$ cat config.mk
export PLATFORM = sky130hd
export DESIGN_NAME = sha_stream_core
export DESIGN_NICKNAME = d
export VERILOG_FILES = /design/src/rtl/sha_stream_core.sv
export SDC_FILE = /design/constraint.sdc
export NUM_CORES = 2
export LEC_CHECK = 0
export CORE_UTILIZATION = 50
export DETAILED_ROUTE_END_ITERATION = 10
export GPL_ROUTABILITY_DRIVEN = 0
export HOLD_SLACK_MARGIN = 0.08
export PLACE_DENSITY = 0.72
export SLEW_MARGIN = 20
export SYNTH_ARGS = -nofsm -noshare
export SYNTH_HDL_FRONTEND = slang
export SYNTH_SLANG_ARGS = --single-unit
$ cat constraint.sdc
create_clock -name clk -period 57.7 [get_ports clk]
set_input_delay 5.77 -clock clk [delete_from_list [all_inputs] [get_ports clk]]
set_output_delay 5.77 -clock clk [all_outputs]
set_load 0.02 [all_outputs]
$ cat src/rtl/sha_stream_core.sv
// Streaming SHA-0/SHA-1 engine with internal padding; 81 cycles per block (41 with SHA_ROUND2_EN).
// in_ready is high only while filling a block with message bytes left; the producer holds beats otherwise.
module sha_stream_core #(
  parameter int IN_BYTES = 1,
  parameter int LEN_W    = 16
) (
  input  logic                  clk,
  input  logic                  rst,
  input  logic                  start,
  input  logic                  mode,
  input  logic [LEN_W-1:0]      msg_len,
  input  logic                  in_valid,
  input  logic [8*IN_BYTES-1:0] in_data,
  output logic                  in_ready,
  output logic                  busy,
  output logic                  digest_valid,
  output logic [159:0]          digest
);
`ifdef SHA_ROUND2_EN
  localparam int STEP = 2;
`else
  localparam int STEP = 1;
`endif
  localparam logic [6:0]   T_LAST = 7'(80 - STEP);
  localparam logic [159:0] H_INIT = 160'h67452301_efcdab89_98badcfe_10325476_c3d2e1f0;

  typedef enum logic [2:0] {IDLE, LOAD, PAD, ROUND, ADD, DONE} state_t;
  state_t state, state_n;

  logic             mode_r, need_80, len_done, accept, pad_fits;
  logic [LEN_W-1:0] len_r, rem, take;
  logic [6:0]       fill, t;
  logic [511:0]     blk, blk_load, blk_pad, blk_sched;
  logic [159:0]     h, work, work_n, h_sum;
  logic [63:0]      bit_len;

  function automatic logic [31:0] wrd(input logic [511:0] v, input int i);
    return v[511-32*i -: 32];
  endfunction

  // The block buffer is a 16-word window sliding over W[t..t+15].
  function automatic logic [31:0] next_w(input logic [511:0] v, input int i, input logic sha1);
    logic [31:0] x;
    x = wrd(v, i + 13) ^ wrd(v, i + 8) ^ wrd(v, i + 2) ^ wrd(v, i);
    return sha1 ? {x[30:0], x[31]} : x;
  endfunction

  function automatic logic [159:0] sha_round(input logic [159:0] s, input logic [31:0] w,
                                             input logic [6:0] tt);
    logic [31:0] a, b, c, d, e, f, k;
    {a, b, c, d, e} = s;
    if (tt < 7'd20)      begin f = (b & c) | (~b & d);          k = 32'h5a827999; end
    else if (tt < 7'd40) begin f = b ^ c ^ d;                   k = 32'h6ed9eba1; end
    else if (tt < 7'd60) begin f = (b & c) | (b & d) | (c & d); k = 32'h8f1bbcdc; end
    else                 begin f = b ^ c ^ d;                   k = 32'hca62c1d6; end
    return {{a[26:0], a[31:27]} + f + e + k + w, a, {b[1:0], b[31:2]}, c, d};
  endfunction

  assign in_ready     = (state == LOAD) && (rem != '0) && (fill != 7'd64);
  assign accept       = in_ready && in_valid;
  assign busy         = (state != IDLE);
  assign digest_valid = (state == DONE);
  assign take         = (rem < LEN_W'(IN_BYTES)) ? rem : LEN_W'(IN_BYTES);
  assign bit_len      = 64'({len_r, 3'b000});
  assign pad_fits     = (fill + {6'd0, need_80}) <= 7'd56;
  assign h_sum        = {h[159:128] + work[159:128], h[127:96] + work[127:96],
                         h[95:64] + work[95:64], h[63:32] + work[63:32], h[31:0] + work[31:0]};

  always_comb begin
    work_n    = sha_round(work, wrd(blk, 0), t);
    blk_sched = {blk[479:0], next_w(blk, 0, mode_r)};
`ifdef SHA_ROUND2_EN
    work_n    = sha_round(work_n, wrd(blk, 1), t + 7'd1);
    blk_sched = {blk[447:0], next_w(blk, 0, mode_r), next_w(blk, 1, mode_r)};
`endif
  end

  // Only the first 'take' bytes of a beat (MSB first) land in the buffer.
  always_comb begin
    blk_load = blk;
    for (int k = 0; k < IN_BYTES; k++)
      if (accept && (LEN_W'(k) < take))
        blk_load[511 - 8*(int'(fill) + k) -: 8] = in_data[8*IN_BYTES-1-8*k -: 8];
  end

  always_comb begin
    blk_pad = blk;
    for (int p = 0; p < 64; p++)
      if (7'(p) >= fill)
        blk_pad[511-8*p -: 8] = ((7'(p) == fill) && need_80) ? 8'h80 : 8'h00;
    if (pad_fits) blk_pad[63:0] = bit_len;
  end

  always_comb begin
    state_n = state;
    case (state)
      IDLE:  if (start) state_n = LOAD;
      LOAD:  begin
        if (accept) begin
          if (fill + take[6:0] == 7'd64) state_n = ROUND;
          else if (rem == take)          state_n = PAD;
        end else if (rem == '0) begin
          state_n = PAD;
        end
      end
      PAD:   state_n = ROUND;
      ROUND: if (t == T_LAST) state_n = ADD;
      ADD:   begin
        if (rem != '0)     state_n = LOAD;
        else if (!len_done) state_n = PAD;
        else               state_n = DONE;
      end
      DONE:    state_n = IDLE;
      default: state_n = IDLE;
    endcase
  end

  always_ff @(posedge clk or posedge rst) begin
    if (rst) begin
      state    <= IDLE;
      mode_r   <= 1'b0;
      need_80  <= 1'b0;
      len_done <= 1'b0;
      len_r    <= '0;
      rem      <= '0;
      fill     <= '0;
      t        <= '0;
      blk      <= '0;
      h        <= '0;
      work     <= '0;
      digest   <= '0;
    end else begin
      state <= state_n;
      case (state)
        IDLE: if (start) begin
          mode_r   <= mode;
          len_r    <= msg_len;
          rem      <= msg_len;
          fill     <= '0;
          need_80  <= 1'b1;
          len_done <= 1'b0;
          h        <= H_INIT;
        end
        LOAD: begin
          work <= h;
          t    <= '0;
          if (accept) begin
            blk  <= blk_load;
            fill <= fill + take[6:0];
            rem  <= rem - take;
          end
        end
        PAD: begin
          blk      <= blk_pad;
          work     <= h;
          t        <= '0;
          need_80  <= 1'b0;
          len_done <= pad_fits;
        end
        ROUND: begin
          work <= work_n;
          blk  <= blk_sched;
          t    <= t + 7'(STEP);
        end
        ADD: begin
          h    <= h_sum;
          fill <= '0;
          if (state_n == DONE) digest <= h_sum;
        end
        default: ;
      endcase
    end
  end
endmodule

==> reports/results.tsv <==
metric	value	unit
status	complete, but fails checks	
failing checks	design-rule violations	
slew at the pin closest to its max-slew limit	1.35	ns
crit end category	output port	
Max H-tree Level	3	
synth cell count leaders	1224 x nand2_1, 1044 x dfrtp_1, 826 x o21ai_0, 567 x nor2_1, 365 x a21oi_1	
vias per std cell	6.50	
Worst R2R Start	t[4]$_DFFE_PP0P_	
Setup TNS Final	0	ns
Slowest-stage cell, CP	a211oi_1	
via count	55200	
hold_ws	0.472	ns
Worst Reg-to-Reg Cells	24	
cell-by-cell trace of the critical path	inv_1 -> nand2_1 -> nor3_1 -> a211oi_1 -> clkdlybuf4s50_1	
DRT antenna net count	0	
DRC	5	
max-slew violations	0	
Worst-Skew Late Latency	0.75	ns
Num CTS Buffers	112	
initial DRC count	7153	
combinational share of power	1.7	%
share of power burned in registers	47.7	%
Core Box Area	120000	µm²
Die Ht	349	µm
Worst slew margin	8.99	%
P_sw	343	µW
Worst EP required	51.93	ns
Cells after Synth	6823	
Critical Path Source	fill[3]$_DFFE_PP0P_	
RSZ-0062 raised after global routing	false	
largest net degree at the start of global routing	265	
max frequency	96.9	MHz
drt pass-1 iters	11	
Min-Delay Path Class	flip-flop to flip-flop	
average cell area after synthesis	8.84	µm²
io pins	192	
final hold vios	0	
share of the synthesized area in the top cell type	43.3	%
async set-reset flop share out of synthesis	100	%
NumNets Final	7143	
number of gates resized after cts	0	
vias in the first global route	52300	
post-DP HPWL	151000	µm
CTS tree	built	
die area	122000	µm²
clock sink count	1044	
Placed Area	63300	µm²
worst setup margin	47.38	ns
reported leakage power	29.0	nW
CP Max Fanout	27	
first-pass GRT wire length	326000	µm
hold path cells	2	
fin area	67300	µm²
maximum vdd drop	0.0231	mV
Worst Skew	0.0391	ns
Clock power frac	50.6	%
global-route usage over all layers	35.1	%
Crit Path Class	flip-flop to output port	
Synth Cell Area	60300	µm²
clk slew on worst S/H paths	0.06	ns
Critical Path AT	4.55	ns
#FFs+latches synth	1044	
post-synth top area cell	dfrtp_1	
total of max-cap violations	0	
multi-input logic area	31900	µm²
Min-Delay Startpoint	digest[141]$_DFFE_PP0P_	
startpoint types	flip-flop	
power density over the cells	22.8	nW/µm²
Most used DFF post-synth	dfrtp_1	
initial antenna violation count	9	
# rows	127	
Clock Tree Root	clkbuf_16	
final wirelength	217000	µm
Sw Ratio	22.3	%
clk buf depth	3	
total grt overflow	0	
cts hold-fix bufs	0	
post-synthesis cell type count	98	
Seq. cell area	26100	µm²
placed insts	8282	
internal power	1.19	mW
Post-Place Worst Slack	46.91	ns
Area contributors post-synth	dfrtp_1 43%, nand2_1 7.6%, o21ai_0 6.9%	
count leader, synth	nand2_1	
Final setup violation count	0	
share of layout cells above drive strength 1	5.79	%
crit-path max cell delay	1.00	ns
Starting Density	50.3	%
number of flops mapped to enable cells by yosys	0	
DR WL/cell	25.5	µm
Tot Pwr	1.53	mW
number of fill cells in the layout	10700	
Period minus WS final	10.32	ns
fin cells	8494	
sequential-to-total area share from yosys stat	43.3	%
die width	349	µm
Post CTS Setup Buffer Count	0	
Util after Layout	56.2	%
IO Port Bufs	191	
Area Overhead vs Synth	11.6	%
Final Cycle Share	17.9	%
yosys warns	0	
[final timing paths]
| path | slack, ns | endpoint |
|---|---|---|
| setup / recovery | 47.38 | in_ready |
| hold / removal | 0.47 | digest[141]$_DFFE_PP0P_ |
| setup reg to reg | 50.21 | work[153]$_DFFE_PP0P_ |
| hold reg to reg | 0.47 | digest[141]$_DFFE_PP0P_ |
| max in group asynchronous | 48.18 | fill[3]$_DFFE_PP0P_ |
| min in group asynchronous | 5.61 | digest[150]$_DFFE_PP0P_ |
[power groups by stage]
stage	Clock [mW]	Sequential (mW)	Combinational, mW
5_1_grt	0.810	0.732	0.0279
2_1_floorplan	0	0.747	0.0135
3_3_place_gp	0	0.746	0.0253
6_report	0.777	0.732	0.0254
3_5_place_dp	0	0.746	0.0254
4_1_cts	0.779	0.732	0.0254
[worst max-delay path, delay by kind of cell (launching register included)]
| family | cells | cell delay (ns) |
|---|---|---|
| buffers and inverters | 2 | 1.44 |
| AOI/OAI and AO/OA | 1 | 1.00 |
| and+or+nand+nor | 2 | 0.55 |
| DFF | 1 | 0.82 |
[layout by cell type, fill, tap and decap left out, types with 20 or more instances in the layout]
| cell type | count |
|---|---|
| clkdlybuf4s50_1 | 191 |
| a22o_1 | 27 |
| o21bai_1 | 37 |
| mux2i_1 | 41 |
| inv_1 | 160 |
| nor2_1 | 560 |
| nor3_1 | 88 |
| a21oi_1 | 365 |
| nand2_1 | 1221 |
| clkbuf_16 | 114 |
| clkbuf_1 | 28 |
| o22a_1 | 20 |
| nand2b_1 | 35 |
| ha_1 | 203 |
| o21ai_1 | 51 |
| nand4_1 | 22 |
| a31oi_1 | 168 |
| and2_1 | 22 |
| a211oi_1 | 30 |
| o21ai_0 | 826 |
| a32oi_1 | 108 |
| o21ai_2 | 20 |
| a22oi_1 | 338 |
| nor2b_1 | 23 |
| buf_4 | 85 |
| nor4_1 | 20 |
| o21a_1 | 23 |
| dfrtp_1 | 1043 |
| nand3_1 | 112 |
| xor2_1 | 77 |
| xnor2_1 | 193 |
| a21o_1 | 76 |
| clkbuf_8 | 24 |
| a221oi_1 | 21 |
| fa_1 | 126 |
| and3_1 | 39 |
[metal layers]
layer / track usage, % / vias to the layer above / wire length (µm)
met1: 44.1 / 26600 / 79600
met2: 53.7 / 3416 / 95900
met5: 0 / - / 59
met4: 23.4 / 4 / 17300
met3: 8.73 / 936 / 23700
li1: - / 24200 / -
[cells by family (layout without fill, tap and decap cells)]
logic type	count (synthesis)	count (layout)	synth area share [%]
DFF	1044	1044	43.3
muxes	54	54	0.923
other	1	10	0.00622
AOI/OAI and AO/OA	2273	2273	23.8
xor gates and xnor gates	271	271	3.95
and+or+nand+nor	2250	2250	15.6
adders and majority gates	329	329	8.39
buffers and inverters	601	651	4.00
[layout make-up]
class,count,area share (%)
diodes,4,0.0149
clock inverters,41,0.950
repair buffers,282,3.94
well taps,1612,3.00
clock buffers,166,4.89
flip-flops and latches,1044,38.8
multi-input cells,5183,47.5
inverters,162,0.915
(Power assumes the default switching activity.)
